$ cat src/rtl/instr_encode_loader_if.sv
// Decoded-field tuple channel (valid/ready) feeding the RV32I encoder/loader.
interface instr_encode_loader_if;
  logic        in_valid;
  logic        in_ready;
  logic [6:0]  in_opcode;
  logic [2:0]  in_func3;
  logic [6:0]  in_func7;
  logic [4:0]  in_rd;
  logic [4:0]  in_rs1;
  logic [4:0]  in_rs2;
  logic [31:0] in_imm;

  // Producer of field tuples
  modport master (
    output in_valid, in_opcode, in_func3, in_func7, in_rd, in_rs1, in_rs2, in_imm,
    input  in_ready
  );

  // Consumer of field tuples (the loader)
  modport slave (
    input  in_valid, in_opcode, in_func3, in_func7, in_rd, in_rs1, in_rs2, in_imm,
    output in_ready
  );
endinterface

$ cat src/rtl/instr_encode_loader.sv
// RV32I instruction encoder and IMEM program loader.
// Packs decoded fields into 32-bit words and writes them to sequential IMEM
// word addresses starting at BASE_ADDR, wrapping modulo 2**ADDR_W.
// Optional feature macro: IMEM_PAD_EN (pads the rest of IMEM with NOPs after finish).
module instr_encode_loader #(
  parameter int unsigned       ADDR_W    = 10,
  parameter logic [ADDR_W-1:0] BASE_ADDR = '0
) (
  input  logic                       clk,
  input  logic                       rst_n,
  input  logic                       start,
  input  logic                       finish,
  instr_encode_loader_if.slave       in_bus,
  output logic                       imem_we,
  output logic [ADDR_W-1:0]          imem_addr,
  output logic [31:0]                imem_wdata,
  output logic                       busy,
  output logic                       done,
  output logic                       err,
  output logic [1:0]                 err_code,
  output logic [ADDR_W:0]            count
);

  localparam int unsigned     CNT_W = ADDR_W + 1;
  localparam logic [CNT_W-1:0] DEPTH = {1'b1, {ADDR_W{1'b0}}};
  localparam logic [31:0]     NOP   = 32'h0000_0013;

  localparam logic [6:0] OP_R     = 7'b0110011;
  localparam logic [6:0] OP_IMM   = 7'b0010011;
  localparam logic [6:0] OP_LOAD  = 7'b0000011;
  localparam logic [6:0] OP_JALR  = 7'b1100111;
  localparam logic [6:0] OP_STORE = 7'b0100011;
  localparam logic [6:0] OP_BR    = 7'b1100011;
  localparam logic [6:0] OP_JAL   = 7'b1101111;
  localparam logic [6:0] OP_LUI   = 7'b0110111;
  localparam logic [6:0] OP_AUIPC = 7'b0010111;

  localparam logic [1:0] E_NONE = 2'b00;
  localparam logic [1:0] E_OP   = 2'b01;
  localparam logic [1:0] E_IMM  = 2'b10;

  typedef enum logic [1:0] {
    IDLE = 2'd0,
    LOAD = 2'd1,
`ifdef IMEM_PAD_EN
    PAD  = 2'd3,
`endif
    DONE = 2'd2
  } state_t;

  state_t            state;
  logic [ADDR_W-1:0] wr_ptr;
  logic [31:0]       enc_word;
  logic [1:0]        enc_err;
  logic              accept;
  logic              word_fire;
  logic [CNT_W-1:0]  count_n;
  logic [31:0]       imm;

  assign imm = in_bus.in_imm;

  // Space check: count already includes the word being written this cycle.
  assign in_bus.in_ready = (state == LOAD) && (count < DEPTH);
  assign accept          = in_bus.in_valid && in_bus.in_ready;

  // Field packing and immediate range/alignment check
  always_comb begin
    enc_word = '0;
    enc_err  = E_NONE;
    case (in_bus.in_opcode)
      OP_R: begin
        enc_word = {in_bus.in_func7, in_bus.in_rs2, in_bus.in_rs1, in_bus.in_func3,
                    in_bus.in_rd, in_bus.in_opcode};
      end
      OP_IMM, OP_LOAD, OP_JALR: begin
        enc_word = {imm[11:0], in_bus.in_rs1, in_bus.in_func3, in_bus.in_rd, in_bus.in_opcode};
        if (!((&imm[31:11]) || !(|imm[31:11]))) enc_err = E_IMM;
      end
      OP_STORE: begin
        enc_word = {imm[11:5], in_bus.in_rs2, in_bus.in_rs1, in_bus.in_func3, imm[4:0],
                    in_bus.in_opcode};
        if (!((&imm[31:11]) || !(|imm[31:11]))) enc_err = E_IMM;
      end
      OP_BR: begin
        enc_word = {imm[12], imm[10:5], in_bus.in_rs2, in_bus.in_rs1, in_bus.in_func3,
                    imm[4:1], imm[11], in_bus.in_opcode};
        if (!((&imm[31:12]) || !(|imm[31:12])) || imm[0]) enc_err = E_IMM;
      end
      OP_JAL: begin
        enc_word = {imm[20], imm[10:1], imm[11], imm[19:12], in_bus.in_rd, in_bus.in_opcode};
        if (!((&imm[31:20]) || !(|imm[31:20])) || imm[0]) enc_err = E_IMM;
      end
      OP_LUI, OP_AUIPC: begin
        enc_word = {imm[31:12], in_bus.in_rd, in_bus.in_opcode};
        if (|imm[11:0]) enc_err = E_IMM;
      end
      default: enc_err = E_OP;
    endcase
  end

  // A word goes out on a clean accepted tuple, or every cycle while padding
  always_comb begin
    word_fire = 1'b0;
    if (state == LOAD) word_fire = accept && (enc_err == E_NONE);
`ifdef IMEM_PAD_EN
    else if (state == PAD) word_fire = 1'b1;
`endif
  end

  assign count_n = count + {{ADDR_W{1'b0}}, word_fire};

  // Loader FSM with registered write port and status outputs
  always_ff @(posedge clk) begin
    if (!rst_n) begin
      state      <= IDLE;
      wr_ptr     <= BASE_ADDR;
      imem_we    <= 1'b0;
      imem_addr  <= BASE_ADDR;
      imem_wdata <= '0;
      busy       <= 1'b0;
      done       <= 1'b0;
      err        <= 1'b0;
      err_code   <= E_NONE;
      count      <= '0;
    end else begin
      imem_we <= 1'b0;

      if (word_fire) begin
        imem_we    <= 1'b1;
        imem_addr  <= wr_ptr;
        imem_wdata <= enc_word;
`ifdef IMEM_PAD_EN
        if (state == PAD) imem_wdata <= NOP;
`endif
        wr_ptr     <= wr_ptr + ADDR_W'(1);
        count      <= count_n;
      end

      // Only the first rejection is recorded until the next start
      if (accept && (enc_err != E_NONE) && !err) begin
        err      <= 1'b1;
        err_code <= enc_err;
      end

      case (state)
        IDLE, DONE: begin
          if (start) begin
            state    <= LOAD;
            busy     <= 1'b1;
            done     <= 1'b0;
            count    <= '0;
            wr_ptr   <= BASE_ADDR;
            err      <= 1'b0;
            err_code <= E_NONE;
          end
        end
        LOAD: begin
          if (finish || (count_n == DEPTH)) begin
`ifdef IMEM_PAD_EN
            if (count_n != DEPTH) begin
              state <= PAD;
            end else begin
              state <= DONE;
              busy  <= 1'b0;
              done  <= 1'b1;
            end
`else
            state <= DONE;
            busy  <= 1'b0;
            done  <= 1'b1;
`endif
          end
        end
`ifdef IMEM_PAD_EN
        PAD: begin
          if (count_n == DEPTH) begin
            state <= DONE;
            busy  <= 1'b0;
            done  <= 1'b1;
          end
        end
`endif
        default: ;
      endcase
    end
  end

endmodule

$ cat src/flat_wrapper.sv
// flat-port wrapper written by rule: the top's interface ports become plain ports
module instr_encode_loader_flat 
#(
  parameter int unsigned       ADDR_W    = 10,
  parameter logic [ADDR_W-1:0] BASE_ADDR = '0
)
  (clk, rst_n, start, finish, imem_we, imem_addr, imem_wdata, busy, done, err, err_code, count, in_bus_in_valid, in_bus_in_opcode, in_bus_in_func3, in_bus_in_func7, in_bus_in_rd, in_bus_in_rs1, in_bus_in_rs2, in_bus_in_imm, in_bus_in_ready);
  instr_encode_loader_if in_bus_i ();
  input  logic clk;
  input  logic rst_n;
  input  logic start;
  input  logic finish;
  output logic imem_we;
  output logic [ADDR_W-1:0] imem_addr;
  output logic [31:0] imem_wdata;
  output logic busy;
  output logic done;
  output logic err;
  output logic [1:0] err_code;
  output logic [ADDR_W:0] count;
  input wire logic [$bits(in_bus_i.in_valid)-1:0] in_bus_in_valid;
  input wire logic [$bits(in_bus_i.in_opcode)-1:0] in_bus_in_opcode;
  input wire logic [$bits(in_bus_i.in_func3)-1:0] in_bus_in_func3;
  input wire logic [$bits(in_bus_i.in_func7)-1:0] in_bus_in_func7;
  input wire logic [$bits(in_bus_i.in_rd)-1:0] in_bus_in_rd;
  input wire logic [$bits(in_bus_i.in_rs1)-1:0] in_bus_in_rs1;
  input wire logic [$bits(in_bus_i.in_rs2)-1:0] in_bus_in_rs2;
  input wire logic [$bits(in_bus_i.in_imm)-1:0] in_bus_in_imm;
  output wire logic [$bits(in_bus_i.in_ready)-1:0] in_bus_in_ready;
  assign in_bus_i.in_valid = in_bus_in_valid;
  assign in_bus_i.in_opcode = in_bus_in_opcode;
  assign in_bus_i.in_func3 = in_bus_in_func3;
  assign in_bus_i.in_func7 = in_bus_in_func7;
  assign in_bus_i.in_rd = in_bus_in_rd;
  assign in_bus_i.in_rs1 = in_bus_in_rs1;
  assign in_bus_i.in_rs2 = in_bus_in_rs2;
  assign in_bus_i.in_imm = in_bus_in_imm;
  assign in_bus_in_ready = in_bus_i.in_ready;
  instr_encode_loader #(.ADDR_W(ADDR_W), .BASE_ADDR(BASE_ADDR)) u_core (.clk(clk), .rst_n(rst_n), .start(start), .finish(finish), .in_bus(in_bus_i), .imem_we(imem_we), .imem_addr(imem_addr), .imem_wdata(imem_wdata), .busy(busy), .done(done), .err(err), .err_code(err_code), .count(count));
endmodule
$ cat config.mk
export PLATFORM = sky130hd
export DESIGN_NAME = instr_encode_loader_flat
export DESIGN_NICKNAME = d
export VERILOG_FILES = /design/src/rtl/instr_encode_loader_if.sv /design/src/rtl/instr_encode_loader.sv /design/src/flat_wrapper.sv
export SDC_FILE = /design/constraint.sdc
export NUM_CORES = 1
export LEC_CHECK = 0
export CORE_AREA = 2 2 93 95
export DETAILED_ROUTE_END_ITERATION = 10
export DIE_AREA = 0 0 95 97
export PLACE_DENSITY = 0.79
export SLEW_MARGIN = 5
export SYNTH_ARGS = -nofsm -noshare
export SYNTH_HDL_FRONTEND = slang
export SYNTH_SLANG_ARGS = --single-unit
$ cat constraint.sdc
create_clock -name clk -period 4.72 [get_ports clk]
set_input_delay 0.472 -clock clk [delete_from_list [all_inputs] [get_ports clk]]
set_output_delay 0.472 -clock clk [all_outputs]
set_load 0.01 [all_outputs]
==> results of run 1 <==
[worst reg2reg max path: cells and delay by family (launching register included)]
family                   cells  cell delay (ns)
adder cells (fa/ha/maj)      2             0.43
AO/OA/AOI/OAI                2             0.53
AND/OR/NAND/NOR              9             2.10
flip-flops                   1             0.40
[cell type report]
class                           instances  share of cell area
Timing Repair Buffer                  135               0.257
Clock inverter                          7              0.0219
Clock buffer                            9              0.0238
Tap cell                              105              0.0253
Inverter                                8             0.00578
Multi-Input combinational cell        326               0.401
Sequential cell                        69               0.266
[synth_stat cells, drive strengths merged, types with 11 or more instances]
library cell,instances
a211oi,18
a21oi,57
a222oi,11
a22oi,13
clkbuf,25
dfxtp,69
nand2,18
nand3,35
nand4,12
nor2,13
nor4,11
o21ai,25
o31ai,15
or4,16
[per-layer routing]
layer / vias up / GRT usage / share of wire
met5: - / 0 / 0
met4: 0 / 0.116 / 0.028
met3: 22 / 0.0607 / 0.085
met2: 211 / 0.433 / 0.49
met1: 1923 / 0.315 / 0.40
li1: 1956 / - / -
[report_power, final]
group	internal [mW]	switching, mW	leakage, nW
sequential	0.586	0.00366	0.556
clock	0.349	0.236	0.123
combinational	0.0775	0.0692	1.04
total	1.01	0.308	1.72
[cell families after synthesis]
group,count (synthesis)
buffers and inverters,43
multiplexers,2
XOR/XNOR,1
flip-flops,69
adder cells (fa/ha/maj),3
AND/OR/NAND/NOR,148
AO/OA/AOI/OAI,172
[metrics by stage]
| stage | setup slack, ns | area [µm²] |
|---|---|---|
| floorplan | 0.979 | 3620 |
| global placement | 0.473 | 4960 |
| detailed placement | 0.352 | 4960 |
| CTS | 0.712 | 5200 |
| global route | 0.379 | 5200 |
| finish | 0.654 | 5200 |
[how the worst max path moves through the flow]
stage / startpoint / end / slack (ns) / cells past startpoint
2_1_floorplan: in_bus_in_opcode[2] / u_core.state[1] / 0.98 / 16
3_3_place_gp: in_bus_in_imm[30] / u_core.state[1] / 0.47 / 14
3_5_place_dp: in_bus_in_opcode[2] / u_core.state[1] / 0.35 / 14
4_1_cts: in_bus_in_opcode[2] / u_core.state[1] / 0.71 / 14
5_1_grt: in_bus_in_opcode[2] / u_core.state[1] / 0.38 / 14
6_report: in_bus_in_opcode[2] / u_core.state[1] / 0.65 / 14
[flip-flops by register name, indices dropped and copies added (netlist names)]
name / flops
u_core.count: 11
u_core.err: 1
u_core.err_code: 2
u_core.imem_addr: 10
u_core.imem_wdata: 32
u_core.imem_we: 1
u_core.state: 2
u_core.wr_ptr: 10
==> metrics.yaml, run 1 <==
status: "finished clean"
syn_nets: 510
hp-start: "u_core.imem_wdata[5]"
clockBufferDepth: 2
die_h_um: 97
yosysWarnings: 0
ir_worst_vdd_v: 0.000171
rows: 33
clock_tree.root_cell: "clkbuf_8"
cts_tree: "built"
reg2reg_depth: 13
layout_common_cells: "clkdlybuf4s50_1 (128), dfxtp_1 (69), a21oi_1 (57)"
async_flop_share: 0
core_area_um2: 8130
crit_path_end_kind: "flip-flop"
die-width_um: 95
gp_congestion: 1.00
synth_ff_type: "dfxtp_1"
grt_max_degree: 50
worstReg2RegStart: "u_core.state[0]"
wirelength_um: 11800
required_ns: 4.96
synth_simple_gate_area_frac: 0.233
final-seq-area_um2: 1380
num_antenna_cells: 0
die_area_um2: 9220
cts_hold_buf: 0
avgSynthCellArea_um2: 8.26
multiInputGateArea_um2: 2080
hold_depth: 2
r2r_slack_ns: 1.16
worst-path-buf-inv: 1
synth_edf_count: 0
place.detailed.hpwl_um: 8570
slew_headroom: 0.214
max_freq_mhz: 246
setup_tns_ns: 0
cts-resized-gates: 0
path_cells: "clkdlybuf4s50_1 > and4b_1 > and3_1 > o211ai_1 > a31o_2 > nor2_2 > ha_1 > ha_1 > and4_1 > nand4_1 > nor4b_1 > or3_1 > a311oi_1 > nor2_1"
final_core_utilization: 0.639
wl_per_cell_um: 17.9
cts_setup_buffers: 0
rsz0062_at_grt: "false"
period_share: 0.862
worstMarginPinSlew_ns: 1.17
mostFrequentLayoutCell: "clkdlybuf4s50_1"
ant_nets: 0
htree_levels: 3
hold-path-endpoint: "u_core.imem_wdata[5]"
fill_cells: 678
ys_seq_area_frac: 0.382
start_util: 0.445
synth_compound_area_frac: 0.315
slew_violations: 0
cap_viol_max_count: 0
total_power_mw: 1.32
vias: 4112
skew_ns: 0.00666
antenna_found_initial: 0
p_leak_nw: 1.72
whs_ns: 0.465
synth_area_leaders: "dfxtp_1 (38%), a21oi_1 (7.9%), nand3_1 (4.7%), a211oi_1 (3.7%), o21ai_0 (3.5%)"
synthesis.area_um2: 3620
via_per_inst: 6.24
p_per_area_nw_per_um2: 254
placed_cells: 643
grt_util_all_layers: 0.260
final-hold-violation-count: 0
area_delta_synth_final_pct: 43.7
ys_ff_latch: 69
gr-total-overflow: 0
cts_buffers: 9
slowest_delay_ns: 0.65
netlist_instances: 438
hold_path.class: "reg2reg"
synth_top_area_frac: 0.382
synthMuxAreaShare: 0.00588
drc: 0
clock-sinks: 69
reg2reg_to: "u_core.state[1]"
drt_iter0_markers: 248
io_buffers: 128
start_kind: "input port"
fin_nets: 621
path_delay_family: "simple AND/OR/NAND/NOR gates"
crit_type: "in2reg"
crit_top_cell: "ha_1"
cp_max_fo: 10
drt-pass1-iter-count: 6
cp.arrival_ns: 4.30
drive_gt1_frac: 0.0632
final_cells: 659
critPathSlowestCell: "clkdlybuf4s50_1"
grt_pass1_wl_um: 19200
synth.largest_area_cell: "dfxtp_1"
clk_pin_slew_ns: 0.08
synth_xor_area_frac: 0.00242
setup_viol: 0
synthAdderAreaFrac: 0.0104
synth_cell_types: 56
ioPinCount: 129
synth_top_family_by_area: "compound AO/OA/AOI/OAI gates"
post-route-min-period_ns: 4.07
insertion_delay_ns: 0.35
grt_pass1_vias: 3934
(Power assumes the default switching activity.)
==> run 2: changes to the inputs <==
Settings changed: CTS_BUF_LIST from default to sky130_fd_sc_hd__clkbuf_16.
==> run 2 against run 1 <==
Critical path depth unchanged. Non-clock buffer count is the same. Routed wire length rose by 0.18%. Final cell count is the same. Fmax down 1.0%. Worst setup slack worse by 0.042 ns. Global-route usage barely moved. Total power rose by 14%. Sequential share of layout area shrank 0.51 points. Worst hold slack worse by 0.0018 ns. Die area unchanged. Critical path type unchanged.
==> metrics.yaml, run 2 (synthesis results as in run 1) <==
drc: 0  # unchanged
start_util: 0.445  # unchanged
drt_iter0_markers: 233  # was 248
place.detailed.hpwl_um: 8570  # unchanged
vias: 4135  # was 4,112
clock-sinks: 69  # unchanged
max_freq_mhz: 243  # was 246 MHz
cap_viol_max_count: 0  # unchanged
cts_tree: "built"  # unchanged
largest_reg_flops: 32  # unchanged
cts-resized-gates: 0  # unchanged
drive_gt1_frac: 0.0632  # unchanged
worstMarginPinSlew_ns: 1.19  # was 1.17 ns
fin_nets: 621  # unchanged
grt_pass1_vias: 3935  # was 3,934
cp.arrival_ns: 4.32  # was 4.30 ns
setup_tns_ns: 0  # unchanged
cts_setup_buffers: 0  # unchanged
rsz0062_at_grt: "false"  # unchanged
grt_max_degree: 50  # unchanged
critPathSlowestCell: "clkdlybuf4s50_1"  # unchanged
cts_hold_buf: 0  # unchanged
crit_type: "in2reg"  # unchanged
period_share: 0.870  # was 0.862
slowest_delay_ns: 0.65  # about the same
clk_pin_slew_ns: 0.06  # was 0.08 ns
status: "finished clean"  # unchanged
final-hold-violation-count: 0  # unchanged
p_leak_nw: 1.77  # was 1.72 nW
setup_viol: 0  # unchanged
cts_buffers: 9  # unchanged
p_per_area_nw_per_um2: 284  # was 254 nW/µm²
num_antenna_cells: 0  # unchanged
mostFrequentLayoutCell: "clkdlybuf4s50_1"  # unchanged
post-route-min-period_ns: 4.11  # was 4.07 ns
gr-total-overflow: 0  # unchanged
placed_cells: 643  # unchanged
crit_path_end_kind: "flip-flop"  # unchanged
rows: 33  # unchanged
skew_ns: 0.00551  # was 0.00666 ns
antenna_found_initial: 0  # unchanged
fill_cells: 682  # was 678
ioPinCount: 129  # unchanged
area_delta_synth_final_pct: 46.5  # was 43.7%
die_area_um2: 9220  # unchanged
io_buffers: 128  # unchanged
die-width_um: 95  # unchanged
wl_per_cell_um: 17.9  # about the same
drt-pass1-iter-count: 5  # was 6
die_h_um: 97  # unchanged
cp_max_fo: 10  # unchanged
path_cells: "clkdlybuf4s50_1 > and4b_1 > and3_1 > o211ai_1 > a31o_2 > nor2_2 > ha_1 > ha_1 > and4_1 > nand4_1 > nor4b_1 > or3_1 > a311oi_1 > nor2_1"  # unchanged
biggestRegsByFlops: "u_core.imem_wdata (32), u_core.count (11)"  # unchanged
crit_top_cell: "ha_1"  # unchanged
clockBufferDepth: 2  # unchanged
start_kind: "input port"  # unchanged
layout_common_cells: "clkdlybuf4s50_1 (128), dfxtp_1 (69), a21oi_1 (57)"  # unchanged
gp_congestion: 1.00  # unchanged
top_register: "u_core.imem_wdata"  # unchanged
clock_tree.root_cell: "clkbuf_16"  # was clkbuf_8
core_area_um2: 8130  # unchanged
via_per_inst: 6.27  # was 6.24
final_cells: 659  # unchanged
hold_path.class: "reg2reg"  # unchanged
grt_util_all_layers: 0.261  # was 0.260
path_delay_family: "simple AND/OR/NAND/NOR gates"  # unchanged
htree_levels: 3  # unchanged
required_ns: 4.93  # was 4.96 ns
slew_violations: 0  # unchanged
slew_headroom: 0.199  # was 0.214
wirelength_um: 11800  # about the same
ir_worst_vdd_v: 0.000205  # was 0.000171 V
grt_pass1_wl_um: 19200  # about the same
insertion_delay_ns: 0.33  # was 0.35 ns
worst-path-buf-inv: 1  # unchanged
ant_nets: 0  # unchanged
[run 2: area by class of cell]
type                            count  area [µm²]  share of cell area
Multi-Input combinational cell    326        2080               0.393
Sequential cell                    69        1380               0.261
Timing Repair Buffer              135        1330               0.252
Clock buffer                        9         225              0.0425
Tap cell                          105         131              0.0248
Clock inverter                      7         114              0.0215
Inverter                            8        30.0             0.00567
[run 2: stage by stage]
| stage | worst slack [ns] | hold WS (ns) | power [mW] | utilization | area, µm² |
|---|---|---|---|---|---|
| after detailed placement | 0.352 | 0.457 | 0.748 | 0.610 | 4960 |
| after global placement | 0.473 | 0.449 | 0.745 | 0.610 | 4960 |
| after CTS | 0.679 | 0.467 | 1.51 | 0.651 | 5300 |
| after floorplan | 0.979 | 0.452 | 0.655 | - | 3620 |
| after global routing | 0.356 | 0.479 | 1.55 | 0.651 | 5300 |
| final | 0.612 | 0.463 | 1.50 | 0.651 | 5300 |
[run 2: path summary, 6_finish.rpt]
kind	end	slack (ns)	startpoint	depth (start not counted)
setup reg to reg	u_core.state[1]	1.15	u_core.state[0]	13
hold reg to reg	u_core.imem_wdata[5]	0.46	u_core.imem_wdata[5]	2
setup / recovery	u_core.state[1]	0.61	in_bus_in_opcode[2]	14
hold / removal	u_core.imem_wdata[5]	0.46	u_core.imem_wdata[5]	2
[run 2: worst reg2reg max path: stages (launching register included)]
cell and delay, ns:
dfxtp_1 0.39, nor3b_2 0.22, nand2_1 0.15, or3_1 0.46
a31o_2 0.27, nor2_2 0.11, ha_1 0.20, ha_1 0.23
and4_1 0.24, nand4_1 0.22, nor4b_1 0.22, or3_1 0.40
a311oi_1 0.27, nor2_1 0.08
[run 2: routing by layer]
metal | global-route usage | share of wire
met1 | 0.318 | 0.40
met2 | 0.432 | 0.48
met3 | 0.0600 | 0.086
met4 | 0.116 | 0.031
met5 | 0 | 0
[run 2: report_power, final]
group          leakage [nW]  total [mW]  switching [mW]  internal (mW)
Combinational          1.04       0.147          0.0693         0.0775
Clock                 0.169       0.766           0.252          0.514
Sequential            0.556       0.591         0.00368          0.587
Total                  1.77        1.50           0.325           1.18
